File: src/rtl/pipelined_csel_adder.sv
// Pipelined carry-select adder/subtractor: one BLK-bit block resolved per stage,
// with a valid/ready handshake and a single global advance across all stages.
module pipelined_csel_adder #(
    parameter int WIDTH = 16,
    parameter int BLK   = 4
) (
    input  logic             clk,
    input  logic             rst,
    input  logic             in_valid,
    output logic             in_ready,
    input  logic [WIDTH-1:0] a,
    input  logic [WIDTH-1:0] b,
    input  logic             cin,
    input  logic             sub,
    output logic             out_valid,
    input  logic             out_ready,
    output logic [WIDTH-1:0] sum,
    output logic             cout,
    output logic             ovf
);
    localparam int NBLK = WIDTH / BLK;

    if ((WIDTH % BLK) != 0 || NBLK < 1) begin : g_bad_width
        $error("pipelined_csel_adder: WIDTH must be a non-zero multiple of BLK");
    end

    // Flat storage offsets: stage k keeps k+1 resolved sum blocks and the operand
    // bits above its own block, so no register bit is ever dead.
    function automatic int op_off(input int k);
        int s;
        s = 0;
        for (int j = 0; j < k; j++) s += WIDTH - (j + 1) * BLK;
        return s;
    endfunction

    function automatic int sm_off(input int k);
        int s;
        s = 0;
        for (int j = 0; j < k; j++) s += (j + 1) * BLK;
        return s;
    endfunction

    // Ripple one block; returns {carry_out, carry_into_block_msb, sum}.
    function automatic logic [BLK+1:0] blk_add(input logic [BLK-1:0] x,
                                               input logic [BLK-1:0] y,
                                               input logic c);
        logic [BLK-1:0] s;
        logic           cc;
        logic           cm;
        s  = '0;
        cc = c;
        cm = c;
        for (int i = 0; i < BLK; i++) begin
            cm   = cc;
            s[i] = x[i] ^ y[i] ^ cc;
            cc   = (x[i] & y[i]) | (cc & (x[i] ^ y[i]));
        end
        return {cc, cm, s};
    endfunction

    localparam int OPT = op_off(NBLK);
    localparam int OPW = (OPT > 0) ? OPT : 1;
    localparam int SMW = sm_off(NBLK);

    logic [OPW-1:0]  aops_r, bops_r, aops_nx_s, bops_nx_s;
    logic [SMW-1:0]  sum_r, sum_nx_s;
    logic [NBLK-1:0] valid_r, carry_r, valid_nx_s, carry_nx_s;
    logic            ovf_r, ovf_nx_s;
    logic [WIDTH-1:0] b_eff_s;
    logic            c0_s;
    logic            adv_s;

    assign b_eff_s = sub ? ~b : b;
    assign c0_s    = sub ? ~cin : cin;
    assign adv_s   = !valid_r[NBLK-1] || out_ready;

    genvar k;
    for (k = 0; k < NBLK; k++) begin : g_stg
        localparam int RIN = WIDTH - k * BLK;
        logic [RIN-1:0] a_in_s, b_in_s;
        logic           c_in_s, v_in_s;
        logic [BLK+1:0] r0_s, r1_s, sel_s;

        if (k == 0) begin : g_in
            assign a_in_s = a;
            assign b_in_s = b_eff_s;
            assign c_in_s = c0_s;
            assign v_in_s = in_valid;
            assign sum_nx_s[sm_off(0) +: BLK] = sel_s[BLK-1:0];
        end else begin : g_in
            assign a_in_s = aops_r[op_off(k-1) +: RIN];
            assign b_in_s = bops_r[op_off(k-1) +: RIN];
            assign c_in_s = carry_r[k-1];
            assign v_in_s = valid_r[k-1];
            assign sum_nx_s[sm_off(k) +: (k+1)*BLK] =
                {sel_s[BLK-1:0], sum_r[sm_off(k-1) +: k*BLK]};
        end

        if (k < NBLK - 1) begin : g_fwd
            assign aops_nx_s[op_off(k) +: RIN-BLK] = a_in_s[RIN-1:BLK];
            assign bops_nx_s[op_off(k) +: RIN-BLK] = b_in_s[RIN-1:BLK];
        end

        assign r0_s  = blk_add(a_in_s[BLK-1:0], b_in_s[BLK-1:0], 1'b0);
        assign r1_s  = blk_add(a_in_s[BLK-1:0], b_in_s[BLK-1:0], 1'b1);
        assign sel_s = c_in_s ? r1_s : r0_s;
        assign carry_nx_s[k] = sel_s[BLK+1];
        assign valid_nx_s[k] = v_in_s;

        if (k == NBLK - 1) begin : g_last
            assign ovf_nx_s = sel_s[BLK+1] ^ sel_s[BLK];
        end
    end

    if (NBLK == 1) begin : g_noops
        assign aops_nx_s = '0;
        assign bops_nx_s = '0;
    end

    // Whole pipeline shifts together on advance and holds otherwise.
    always_ff @(posedge clk) begin
        if (rst) begin
            valid_r <= '0;
            carry_r <= '0;
            sum_r   <= '0;
            aops_r  <= '0;
            bops_r  <= '0;
            ovf_r   <= 1'b0;
        end else if (adv_s) begin
            valid_r <= valid_nx_s;
            carry_r <= carry_nx_s;
            sum_r   <= sum_nx_s;
            aops_r  <= aops_nx_s;
            bops_r  <= bops_nx_s;
            ovf_r   <= ovf_nx_s;
        end
    end

    assign in_ready  = adv_s;
    assign out_valid = valid_r[NBLK-1];
    assign sum       = sum_r[sm_off(NBLK-1) +: WIDTH];
    assign cout      = carry_r[NBLK-1];
    assign ovf       = ovf_r;

endmodule
File: config.mk
export PLATFORM = sky130hd
export DESIGN_NAME = pipelined_csel_adder
export DESIGN_NICKNAME = d
export VERILOG_FILES = /design/src/rtl/pipelined_csel_adder.sv
export SDC_FILE = /design/constraint.sdc
export NUM_CORES = 1
export LEC_CHECK = 0
export ABC_AREA = 0
export CELL_PAD_IN_SITES_DETAIL_PLACEMENT = 1
export CELL_PAD_IN_SITES_GLOBAL_PLACEMENT = 2
export CORE_MARGIN = 3
export CORE_UTILIZATION = 30
export CTS_BUF_LIST = sky130_fd_sc_hd__clkbuf_16
export DETAILED_ROUTE_END_ITERATION = 8
export GPL_TIMING_DRIVEN = 0
export MAX_ROUTING_LAYER = met4
export PLACE_DENSITY_LB_ADDON = 0.1
export SYNTH_ARGS = -nofsm -noshare
export SYNTH_HDL_FRONTEND = slang
export SYNTH_SLANG_ARGS = --single-unit
File: constraint.sdc
create_clock -name clk -period 3.4 [get_ports clk]
set_input_delay 0.85 -clock clk [delete_from_list [all_inputs] [get_ports clk]]
set_output_delay 0.85 -clock clk [all_outputs]
set_load 0.01 [all_outputs]
-- Word level (Yosys, flattened, before mapping)
Index checks and enable logic that the tools add are counted.
- output and inout bits: 20
- register bits after elaboration: 97
- logic and storage cells: 129
- bitwise gates (word level): 115
- muxes and demuxes: 6
- reductions and logical operators: 2
- operator list (operator ; number):
    $xor A1 B1 Y1 ; 41
    $and A1 B1 Y1 ; 40
    $or A1 B1 Y1 ; 28
    $mux W6 ; 4
    $mux W16 ; 1
    $not A16 Y16 ; 1
    $not A1 Y1 ; 5
    $logic_not A1 Y1 ; 1
    $logic_or A1 B1 Y1 ; 1
    $mux W1 ; 1

-- Logic depth before layout (Yosys ltp)
- depth in word-level cells: 11
- mapped depth: 12
- mapped depth without buffers: 10

-- Least setup slack after synthesis
No wires, ideal clock.
- path kind: input-to-reg
- from: input sub
- to: register sum_r[3]
- required time: 3.268 ns
- buffers on the path: 2
- library setup time: 0.132 ns
- arrival: 2.662 ns
- setup slack: 0.606 ns
- stages: 12
- path through: buf_6 buf_4 xor2_1 inv_1 ha_1 nand2b_1 mux2i_1 o21ai_1 nand2b_1 fa_1 nand2_1 a21oi_1
- cells in the longest elaborated chain, start to end: 9
- elaborated cells on any way between the ends: 21
- those cells by class: mux (3); bitwise (18)
- RTL lines (element ; line ; source):
    start, declared ; 14 ; input logic sub,
    $mux W16 ; 73 ; assign b_eff_s = sub ? ~b : b;
    $and A1 B1 Y1 or $xor A1 B1 Y1 (tied branches) ; 56 ; cc = (x[i] & y[i]) | (cc & (x[i] ^ y[i]));
    $or A1 B1 Y1 ; 56 ;
    $and A1 B1 Y1 ; 56 ;
    $or A1 B1 Y1 ; 56 ;
    $and A1 B1 Y1 ; 56 ;
    $or A1 B1 Y1 ; 56 ;
    $xor A1 B1 Y1 ; 55 ; s[i] = x[i] ^ y[i] ^ cc;
    $mux W6 (*) ; 106 ; assign sel_s = c_in_s ? r1_s : r0_s;
    via g_stg[0].sel_s[3] ; 82 ; logic [BLK+1:0] r0_s, r1_s, sel_s;
    end signal, assigned ; 132 ; sum_r <= sum_nx_s;
    end, declared ; 66 ; logic [SMW-1:0] sum_r, sum_nx_s;
The timed path passes the listed nets; every way through them passes the cells marked *.
A chain may end at the register's enable or synchronous reset.

-- Worst setup path in the final report
- from: input out_ready
- to: output in_ready
- cells in the longest elaborated chain, start to end: 1
- RTL lines (element ; line ; source):
    start, declared ; 16 ; input logic out_ready,
    $logic_or A1 B1 Y1 ; 75 ; assign adv_s = !valid_r[NBLK-1] || out_ready;
    end, declared ; 10 ; output logic in_ready,
No other way between the ends.

==> summary.txt <==
Placed design
  • GPL Wtd Cong: 0.764
  • Placed cell area: 5030 µm²
  • Detail Placement HPWL: 8.44 mm
  • Port Buf Inserts: 55

Critical path
  • CP Launch Type: input pin
  • CP Class: input pin to primary output
  • Crit-path max FO: 19
  • Worst setup EP type: primary output
  • Required time of the critical path: 2.55 ns
  • Critical path arrival: 2.36 ns

Clock network
  • CTS tree: built
  • Postcts setup bufs: 0
  • CTS H-tree depth: 3
  • Clk slew on worst S/H paths: 0.07 ns
  • Worst-Skew Late Latency: 0.35 ns
  • Total CTS buffers: 9
  • Max Buffers Root-to-Sink: 2
  • # resized after CTS: 0
  • Root Buffer: clkbuf_16
  • Cts hold-fix bufs: 0
  • Clock tree sinks: 97

Timing
  • Fmax: 0.312 GHz
  • Post-Route Skew: 0.00578 ns
  • Total negative setup slack: 0 ns
  • Final setup vio count: 0
  • Final Hold Fails: 0
  • Slew Viols, Final: 0
  • Min Tclk post-route: 3.21 ns
  • Post-route clock period utilization: 94.3%
  • RSZ-0062 raised after global routing: false
  • Headroom to the max-slew limit: 60.1%
  • Worst-Margin Slew: 0.598 ns

Finish
  • Final Cell Area: 5340 µm²
  • Fraction of layout cells with a size suffix above 1: 10.2%
  • Fill cells: 1616
  • Final nets: 633
  • Synthesis-to-finish area growth: 25.2%
  • ANT cells: 0

Route
  • DR WL/cell: 15.1 µm
  • Vias/cell: 4.64
  • TritonRoute pass-1 iters: 4
  • DR vias: 3511
  • Antenna Nets Post-Route: 0
  • DR DRC count: 0
  • Total wire length: 11.4 mm
  • DRT iter0 DRCs: 107

Synthesis
  • Adder-cell share of the synthesized area: 6.58%
  • Yosys cell types: 42
  • Syn Area/Cell: 8.36 µm²
  • Synth top area cells: dfxtp_1, nand2_1, a21oi_1, ha_1, a211oi_1
  • Share of the synthesized area in the top cell type: 45.6%
  • Simple-Gate Fraction of Synth Area: 18.5%
  • Gate Count Post-Synth: 510
  • Cell taking the most area after synthesis: dfxtp_1
  • Register bit count reported by yosys: 97
  • Compound-cell area share of the yosys netlist: 15.4%
  • Post-synthesis mux area share: 0.235%
  • Synth Flop Type: dfxtp_1
  • Largest family of logic cells by synthesized area: simple AND/OR/NAND/NOR gates
  • EDFF count, synth: 0
  • Syn nets: 568
  • Synth Cell Area: 4260 µm²
  • Fraction of registers with async set/reset: 0%
  • Yosys Warn Count: 0
  • Sequential share of the synthesized area: 45.6%
  • Post-Synth XOR/XNOR Area: 4.96%

GRT
  • GR Util All Layers: 15.5%
  • Vias in the first global route: 3698
  • Pin count of the biggest net entering global routing: 20
  • Global route total overflow: 0
  • Initial antenna violation count: 0
  • First-pass GRT wire length: 18.9 mm

Power and ir drop
  • Worst vdd rail ir drop: 0.242 mV
  • Leak Pwr: 2.09 nW
  • Sequential power share: 47.4%
  • Sw Ratio: 24.1%
  • Power Dens Cells: 496 nW/µm²
  • P_int: 0.00201 W
  • P_sw: 0.000638 W
  • Combinational share of power: 11.5%
  • Clock power frac: 41.1%

Die
  • Die height: 125 µm
  • Core Region: 13600 µm²
  • Ports: 58
  • Die Width: 125 µm
  • Die ar.: 15700 µm²
  • Cell row count: 42
  • Starting Density: 31.4%

Run
  • Max-Cap Viols: 0

Run status
  • Status: finished clean

Hold path
  • Hold Crit Class: flip-flop to flip-flop
## flip-flops by register name, indices dropped and copies added, names as in the netlist
register and flops:
ovf 1, bops_r 24, aops_r 24, carry_r 4, sum_r 40, valid_r 4
## per-layer routing
layer	global-route usage [%]	up-vias	wire, µm	part of all wire, %
met3	2.35	11	267	2.3
met1	18.4	1679	5150	45
met5	-	-	0	0
met2	27.0	40	5850	51
li1	-	1781	-	-
met4	5.29	0	174	1.5
## cell usage after synthesis (14+ instances only)
library cell and number:
xnor2_1 14, buf_2 20, ha_1 16, a211oi_1 23, buf_4 18, inv_1 18
a21oi_1 70, dfxtp_1 97, nor2_1 28, nand2_1 140
## cell type report
cell class,instances,area (µm²),share of cell area [%]
clock buffer,9,225,4.22
sequential,97,1940,36.4
buffer,50,294,5.51
multi-input combinational,342,1950,36.5
inverter,20,75.1,1.41
timing repair buffer,55,551,10.3
tap,176,220,4.13
clock inverter,7,85.1,1.59
## path summary, 6_finish.rpt
| check | from | to | slack [ns] | cells after the start |
|---|---|---|---|---|
| worst max-delay path | out_ready | in_ready | 0.19 | 6 |
| worst min-delay path | sum_r[25]$_SDFFE_PP0P_ | sum_r[25]$_SDFFE_PP0P_ | 0.45 | 2 |
| worst max register to register | aops_r[20]$_SDFFE_PP0P_ | ovf$_SDFFE_PP0P_ | 1.26 | 9 |
| worst min register to register | sum_r[25]$_SDFFE_PP0P_ | sum_r[25]$_SDFFE_PP0P_ | 0.45 | 2 |
## cells in the final DEF, fill, tap and decap left out, drive strengths merged, types with 3 or more instances in the layout
cell type      instances
xnor2                 15
inv                   21
o21ai                  3
nand3                  7
nand2b                 6
nor2                  28
dfxtp                 97
a21oi                 70
clkdlybuf4s50         55
buf                   46
fa                     4
ha                    16
nand2                140
clkbuf                13
xor2                   7
clkinv                 4
a211oi                23
## kinds of logic after synthesis
kind of cell / Yosys count
DFF: 97
muxes: 1
and+or+nand+nor: 192
AOI/OAI and AO/OA: 107
xor gates and xnor gates: 22
adders and majority gates: 20
buffers and inverters: 71
## power groups by stage
stage / clock network, W / registers, W / logic, W
finish: 0.00109 / 0.00125 / 0.000303
global route: 0.00116 / 0.00126 / 0.000346
CTS: 0.00111 / 0.00126 / 0.000312
detailed placement: 0 / 0.00128 / 0.000309
global placement: 0 / 0.00128 / 0.000301
floorplan: 0 / 0.00127 / 0.000194
## critical path: stages
cell             delay [ns]
clkdlybuf4s50_1        0.45
nor2b_1                0.04
buf_2                  0.17
inv_2                  0.08
buf_6                  0.19
clkdlybuf4s50_1        0.57
## stage by stage
| step | utilization, % | total power [W] | worst slack [ns] | hold WS [ns] | instances |
|---|---|---|---|---|---|
| after floorplan | - | 0.00146 | 0.606 | 0.432 | 510 |
| after global placement | 37.1 | 0.00158 | -0.0707 | 0.440 | 741 |
| after detailed placement | 37.1 | 0.00159 | -0.0749 | 0.446 | 741 |
| after CTS | 39.4 | 0.00268 | 0.162 | 0.453 | 756 |
| after global routing | 39.4 | 0.00277 | 0.110 | 0.468 | 756 |
| final | 39.4 | 0.00265 | 0.193 | 0.451 | 756 |
No activity file was read; power rests on OpenSTA's default activity.
